File: config.mk
export PLATFORM = sky130hd
export DESIGN_NAME = serial_subtractor
export DESIGN_NICKNAME = d
export VERILOG_FILES = /design/src/rtl/serial_sub_pkg.sv /design/src/rtl/full_subtractor.sv /design/src/rtl/serial_subtractor.sv
export SDC_FILE = /design/constraint.sdc
export NUM_CORES = 1
export LEC_CHECK = 0
export CORE_MARGIN = 2
export CORE_UTILIZATION = 55
export DETAILED_ROUTE_END_ITERATION = 6
export GPL_ROUTABILITY_DRIVEN = 0
export GPL_TIMING_DRIVEN = 1
export PLACE_DENSITY = 0.79
export SLEW_MARGIN = 20
export SYNTH_ARGS = -nofsm -noshare
export SYNTH_HDL_FRONTEND = slang
export SYNTH_SLANG_ARGS = --single-unit
File: constraint.sdc
create_clock -name clk -period 4.2 [get_ports clk]
set_clock_uncertainty 0.1 [all_clocks]
set_input_delay 0.42 -clock clk [delete_from_list [all_inputs] [get_ports clk]]
set_output_delay 0.42 -clock clk [all_outputs]
set_load 0.005 [all_outputs]
File: src/rtl/serial_sub_pkg.sv
// Shared types and sizing helpers for the bit-serial subtractor.
package serial_sub_pkg;

  typedef enum logic [1:0] {
    IDLE  = 2'd0,
    SHIFT = 2'd1,
    DONE  = 2'd2
  } sub_state_t;

  // Bit counter must represent 0..width without wrapping.
  function automatic int cnt_width(input int width);
    return $clog2(width + 1);
  endfunction

endpackage

File: src/rtl/full_subtractor.sv
// One-bit full subtractor cell: d = a - b - bin, with borrow-out.
module full_subtractor (
  input  logic i_a,
  input  logic i_b,
  input  logic i_bin,
  output logic o_d,
  output logic o_bout
);

  assign o_d    = i_a ^ i_b ^ i_bin;
  assign o_bout = (~i_a & i_b) | (~(i_a ^ i_b) & i_bin);

endmodule

File: src/rtl/serial_subtractor.sv
// Bit-serial WIDTH-bit subtractor (A - B - bin), LSB first, one bit per clock.
// Define SERIAL_SUB_OVF_EN to add the signed-overflow output ovf.
module serial_subtractor
  import serial_sub_pkg::*;
#(
  parameter int WIDTH = 8
) (
  input  logic             clk,
  input  logic             rst,
  input  logic             start,
  input  logic [WIDTH-1:0] minuend,
  input  logic [WIDTH-1:0] subtrahend,
  input  logic             bin,
  output logic             busy,
  output logic             done,
  output logic [WIDTH-1:0] diff,
`ifdef SERIAL_SUB_OVF_EN
  output logic             ovf,
`endif
  output logic             bout
);

  localparam int            CW       = cnt_width(WIDTH);
  localparam logic [CW-1:0] LAST_CNT = CW'(WIDTH - 1);

  sub_state_t       r_state;
  sub_state_t       w_next_state;
  logic [WIDTH-1:0] r_a_sr;
  logic [WIDTH-1:0] r_b_sr;
  logic [WIDTH-1:0] r_r_sr;
  logic             r_brw;
  logic [CW-1:0]    r_cnt;
  logic [WIDTH-1:0] r_diff;
  logic             r_bout;

  logic             w_d;
  logic             w_bnext;
  logic             w_last;
  logic [WIDTH-1:0] w_r_next;

  full_subtractor u_cell (
    .i_a    (r_a_sr[0]),
    .i_b    (r_b_sr[0]),
    .i_bin  (r_brw),
    .o_d    (w_d),
    .o_bout (w_bnext)
  );

  assign w_last = (r_cnt == LAST_CNT);

  if (WIDTH == 1) begin : g_w1
    assign w_r_next = w_d;
  end else begin : g_wn
    assign w_r_next = {w_d, r_r_sr[WIDTH-1:1]};
  end

  // NOTE: sequential state uses non-blocking (<=) so every flop samples pre-edge values.
  always_ff @(posedge clk) begin
    if (rst) r_state <= IDLE;
    else     r_state <= w_next_state;
  end

  // NOTE: default assignment first so no path through this block infers a latch.
  always_comb begin
    w_next_state = r_state;
    case (r_state)
      IDLE:    if (start)  w_next_state = SHIFT;
      SHIFT:   if (w_last) w_next_state = DONE;
      DONE:    w_next_state = IDLE;
      default: w_next_state = IDLE;
    endcase
  end

  always_comb begin
    busy = (r_state != IDLE);
    done = (r_state == DONE);
  end

`ifdef SERIAL_SUB_OVF_EN
  logic r_a_msb;
  logic r_b_msb;
  logic r_ovf;
  assign ovf = r_ovf;
`endif

  // Result registers load on the last SHIFT edge so they are visible in the DONE cycle.
  always_ff @(posedge clk) begin
    if (rst) begin
      r_a_sr <= '0;
      r_b_sr <= '0;
      r_r_sr <= '0;
      r_brw  <= 1'b0;
      r_cnt  <= '0;
      r_diff <= '0;
      r_bout <= 1'b0;
`ifdef SERIAL_SUB_OVF_EN
      r_a_msb <= 1'b0;
      r_b_msb <= 1'b0;
      r_ovf   <= 1'b0;
`endif
    end else begin
      case (r_state)
        IDLE: begin
          if (start) begin
            r_a_sr <= minuend;
            r_b_sr <= subtrahend;
            r_brw  <= bin;
            r_cnt  <= '0;
`ifdef SERIAL_SUB_OVF_EN
            r_a_msb <= minuend[WIDTH-1];
            r_b_msb <= subtrahend[WIDTH-1];
`endif
          end
        end
        SHIFT: begin
          r_a_sr <= r_a_sr >> 1;
          r_b_sr <= r_b_sr >> 1;
          r_r_sr <= w_r_next;
          r_brw  <= w_bnext;
          r_cnt  <= r_cnt + CW'(1);
          if (w_last) begin
            r_diff <= w_r_next;
            r_bout <= w_bnext;
`ifdef SERIAL_SUB_OVF_EN
            // The final cell output is the result MSB.
            r_ovf  <= (r_a_msb ^ r_b_msb) & (w_d ^ r_a_msb);
`endif
          end
        end
        default: ;
      endcase
    end
  end

  assign diff = r_diff;
  assign bout = r_bout;

endmodule

== After elaboration in Yosys (flattened, before gate mapping) ==
Cells that the tools add are included.
Storage, ports and cells
  register bits after elaboration: 40
  input bits: 20
  word-level logic and storage cells: 38
Operators by class
  add/sub/neg operators: 1
  equality and inequality tests: 5
  muxes and demuxes: 11
  bitwise logic cells: 7
  reductions and logical operators: 6
Operators with widths (number)
  $pmux 8 s2: 2
  $mux 8: 2
  $pmux 4 s2: 1
  $reduce_and 2->1: 3
  $add 4x1->4 const B: 1
  $eq 4x3->1 const B: 1
  $mux 2: 2
  $mux 4: 1
  $ne 2x2->1 const B: 2
  $pmux 2 s2: 1
  $reduce_bool 2->1: 2
  $and 1x1->1: 2
  $eq 2x1->1 const B: 1
  $eq 2x2->1 const B: 1
  $logic_not 2->1: 1
  $not 1->1: 2
  $pmux 1 s2: 1
  $xor 1x1->1: 2
  $mux 1: 1
  $or 1x1->1: 1

== Logic depth before layout (Yosys ltp) ==
  depth after elaboration: 5
  mapped depth: 6

== By module ==
Synthesis repeated with hierarchy kept, for this count alone.
Unflattened totals
  cell total of the unflattened synthesis: 193
  area, all modules: 1665.3 µm²
By module, submodules not included
  serial_subtractor: times used 1, cells each 189, area each 1634.1 µm², seq. area each 780.7 µm²
  full_subtractor: times used 1, cells each 4, area each 31.3 µm², seq. area each 0.0 µm²

== Worst setup path before layout ==
Ideal clock, no wire load.
  path type: reg-to-reg
  from: register r_cnt[0]
  to: register r_bout, in the netlist bout
  setup time: 133 ps
  arrival: 1209 ps
  path slack: 2758 ps
  stages on the path, launching flop included: 7
  path buffers: 2
  path through: dfxtp_1 -> ha_1 -> and3b_1 -> buf_4 -> buf_4 -> a21oi_1 -> a211oi_2
Between the ends
  longest elaborated chain between the ends: 2
Ends and longest elaborated chain
  start: declaration: line serial_subtractor.sv:32  | logic [CW-1:0] r_cnt;
  start signal: assignment: line serial_subtractor.sv:120  | r_cnt <= r_cnt + CW'(1);
  $eq 4x3->1: line serial_subtractor.sv:49  | assign w_last = (r_cnt == LAST_CNT);
  $reduce_and 2->1 (no source line)
  end signal: assignment: line serial_subtractor.sv:123  | r_bout <= w_bnext;
  end: declaration: line serial_subtractor.sv:34  | logic r_bout;
No other way between the ends.
A chain may end at the register's enable or synchronous reset.

== Worst setup path after layout ==
  from: register r_state[0]
  to: output port busy
Between the ends
  longest elaborated chain between the ends: 1
Ends and longest elaborated chain
  start: declaration: line serial_subtractor.sv:26  | sub_state_t r_state;
  start signal: assignment: line serial_subtractor.sv:60  | else r_state <= w_next_state;
  $reduce_bool 2->1: line serial_subtractor.sv:75  | busy = (r_state != IDLE);
  end: declaration: line serial_subtractor.sv:14  | output logic busy,
No other way between the ends.

==> reports/qor.txt <==
outcome -> completed
CTS Root Cell -> clkbuf_4
CTS max path bufs -> 2
vias per inst -> 5.89
H-tree levels -> 2
Crit Path Class -> reg2out
endpoints failing setup -> 0
Post-Syn Instances -> 190
Multi-input gate area -> 792 um2
antenna violations before repair -> 0
top cells by area, synth -> dfxtp_1, a211oi_1, nor2_1
post-synthesis cell type count -> 33
cell count of the worst reg-to-reg path -> 3
DR vias -> 1444
Synth area leader -> dfxtp_1
Fin Setup TNS -> 0 ns
# DRC -> 0
Register Area -> 781 um2
warnings from Yosys -> 0
Synthesized Nets -> 212
commonest non-fill, non-tap cell in the layout -> dfxtp_1
die height -> 59.7 um
Seq cells post-synth -> 39
first-pass GRT wire length -> 5.91 mm
worst relative slew slack -> 0.479
Inserted Clock Buffers -> 5
most frequent cells in the layout -> dfxtp_1, clkdlybuf4s50_1, nor2_1
period utilization -> 0.562
highest clock rate -> 0.423 GHz
Worst Hold End -> r_r_sr[1]
post-synthesis sequential area ratio -> 0.457
row cnt -> 20
Syn Area/Cell -> 8.98 um2
Cell Area, Synth -> 0.00171 mm2
Clock transition at path regs -> 0.11 ns
crit-path max FO -> 20
crit path capture type -> output pin
Slew @ Worst Pin -> 0.781 ns
share of layout cells above drive strength 1 -> 0.0896
Fillers -> 272
total gr overflow -> 0
CTS sink count -> 39
Hold-fix buffers, CTS -> 0
Starting Density -> 0.568
Worst Path Arrival -> 1.84 ns
Worst Path Required -> 3.68 ns
Layout area overhead -> 16.6%
PwrDens -> 337 mW/mm2
maximum vdd ir drop -> 0.000201 V
Min-Delay Path Depth -> 2
# Max-Cap Violations -> 0
fin nets -> 233
RSZ-0062 raised after global routing -> no
Hold Violations, Final -> 0
dpl hpwl -> 2.41 mm
antenna cells -> 0
gr usage total -> 0.225
final WL -> 3.51 mm
CORE AREA -> 0.00300 mm2
IO Pins -> 31
FF-to-FF End -> bout
die span in x -> 59.7 um
TritonCTS clock tree -> built
RR Startpoint -> r_state[0]
Antenna Nets Post-Route -> 0
Yosys top cell area share -> 0.457
post-CTS setup buffers -> 0
Pre-antenna DRT Iters -> 4
vias in the first global route -> 1439
Avg WL per Cell -> 14.3 um
Hold Path Origin -> r_r_sr[1]
Port Buf Inserts -> 30
Slew Limit Fails -> 0
Initial DRC Count -> 57
largest net degree at the start of global routing -> 40
reg2reg setup slack -> 2.15 ns
Worst-Skew Late Latency -> 0.35 ns
Hold WC Path Type -> reg2reg
worst hold slack -> 0.374 ns
Worst setup SP type -> flip-flop
Die ar. -> 0.00356 mm2
minimum clock period -> 2.36 ns
post-CTS sizing -> 0
LEAKAGE -> 0.706 nW
cell families after synthesis:
group / count (synthesis) / synth area share
AOI/OAI and AO/OA: 65 / 0.289
and+or+nand+nor: 62 / 0.156
DFF: 39 / 0.457
buffers and inverters: 22 / 0.0784
adders and majority gates: 2 / 0.0191
routing by layer:
layer  track usage  up-vias  wire, um
met5             0        -         0
met4         0.117        0        97
met3        0.0649        9       126
met2         0.404       39      1840
met1         0.235      681      1440
li1              -      715         -
critical path, stage by stage, from the launching register on:
cell	delay, ns
dfxtp_1	0.73
nor2_1	0.17
inv_1	0.09
clkdlybuf4s50_1	0.50
synthesized netlist by cell type:
| cell type | n |
|---|---|
| a211oi_1 | 14 |
| a211oi_2 | 2 |
| a21bo_1 | 2 |
| a21bo_2 | 6 |
| a21oi_1 | 15 |
| a21oi_2 | 2 |
| a221oi_1 | 2 |
| a22oi_1 | 1 |
| a31oi_1 | 1 |
| a32oi_1 | 2 |
| and2_1 | 1 |
| and2b_1 | 1 |
| and3b_1 | 1 |
| buf_2 | 5 |
| buf_4 | 4 |
| buf_6 | 4 |
| clkbuf_1 | 4 |
| dfxtp_1 | 39 |
| fa_1 | 1 |
| ha_1 | 1 |
| inv_1 | 5 |
| nand2_1 | 19 |
| nand2b_1 | 2 |
| nand3_1 | 10 |
| nor2_1 | 26 |
| nor2b_1 | 1 |
| o21ai_0 | 1 |
| o21ba_2 | 1 |
| o21bai_2 | 1 |
| o22ai_1 | 7 |
| o2bb2ai_1 | 7 |
| o32a_1 | 1 |
| or3_1 | 1 |
power by group:
part | switching (mW) | leakage, nW | total, mW | internal (mW)
combinational | 0.0440 | 0.357 | 0.0849 | 0.0409
clock | 0.120 | 0.0293 | 0.185 | 0.0653
sequential | 0.0132 | 0.319 | 0.400 | 0.387
total | 0.177 | 0.706 | 0.670 | 0.493
how the worst max path moves through the flow:
stage	startpoint	endpoint	slack [ns]	cells after the start
4_1_cts	r_state[0]	busy	1.82	3
3_3_place_gp	start	r_b_sr[4]	2.22	4
2_1_floorplan	r_cnt[0]	bout	2.76	6
6_report	r_state[0]	busy	1.84	3
5_1_grt	r_state[0]	busy	1.73	3
3_5_place_dp	start	r_b_sr[4]	2.13	4
state kept, by name, indices dropped and copies added, names as in the netlist:
signal   flops
r_b_sr       8
r_r_sr       7
r_brw        1
r_state      2
diff         8
r_a_sr       8
bout         1
r_cnt        4
through the flow:
step	instances	util	worst slack (ns)	area, um2	power, mW
after floorplan	190	-	2.76	1710	0.468
after global placement	237	0.646	2.22	1940	0.491
after detailed placement	237	0.646	2.13	1940	0.494
after CTS	245	0.663	1.82	1990	0.673
after global routing	245	0.663	1.73	1990	0.700
final	245	0.663	1.84	1990	0.670
final cells by class:
class                   instances  share of cell area
clock inverters                 1             0.00251
multi-input cells             129               0.398
inverters                       5             0.00943
repair buffers                 31               0.155
clock buffers                   7              0.0226
flip-flops and latches         39               0.392
well taps                      33              0.0207
(Power assumes the default switching activity.)
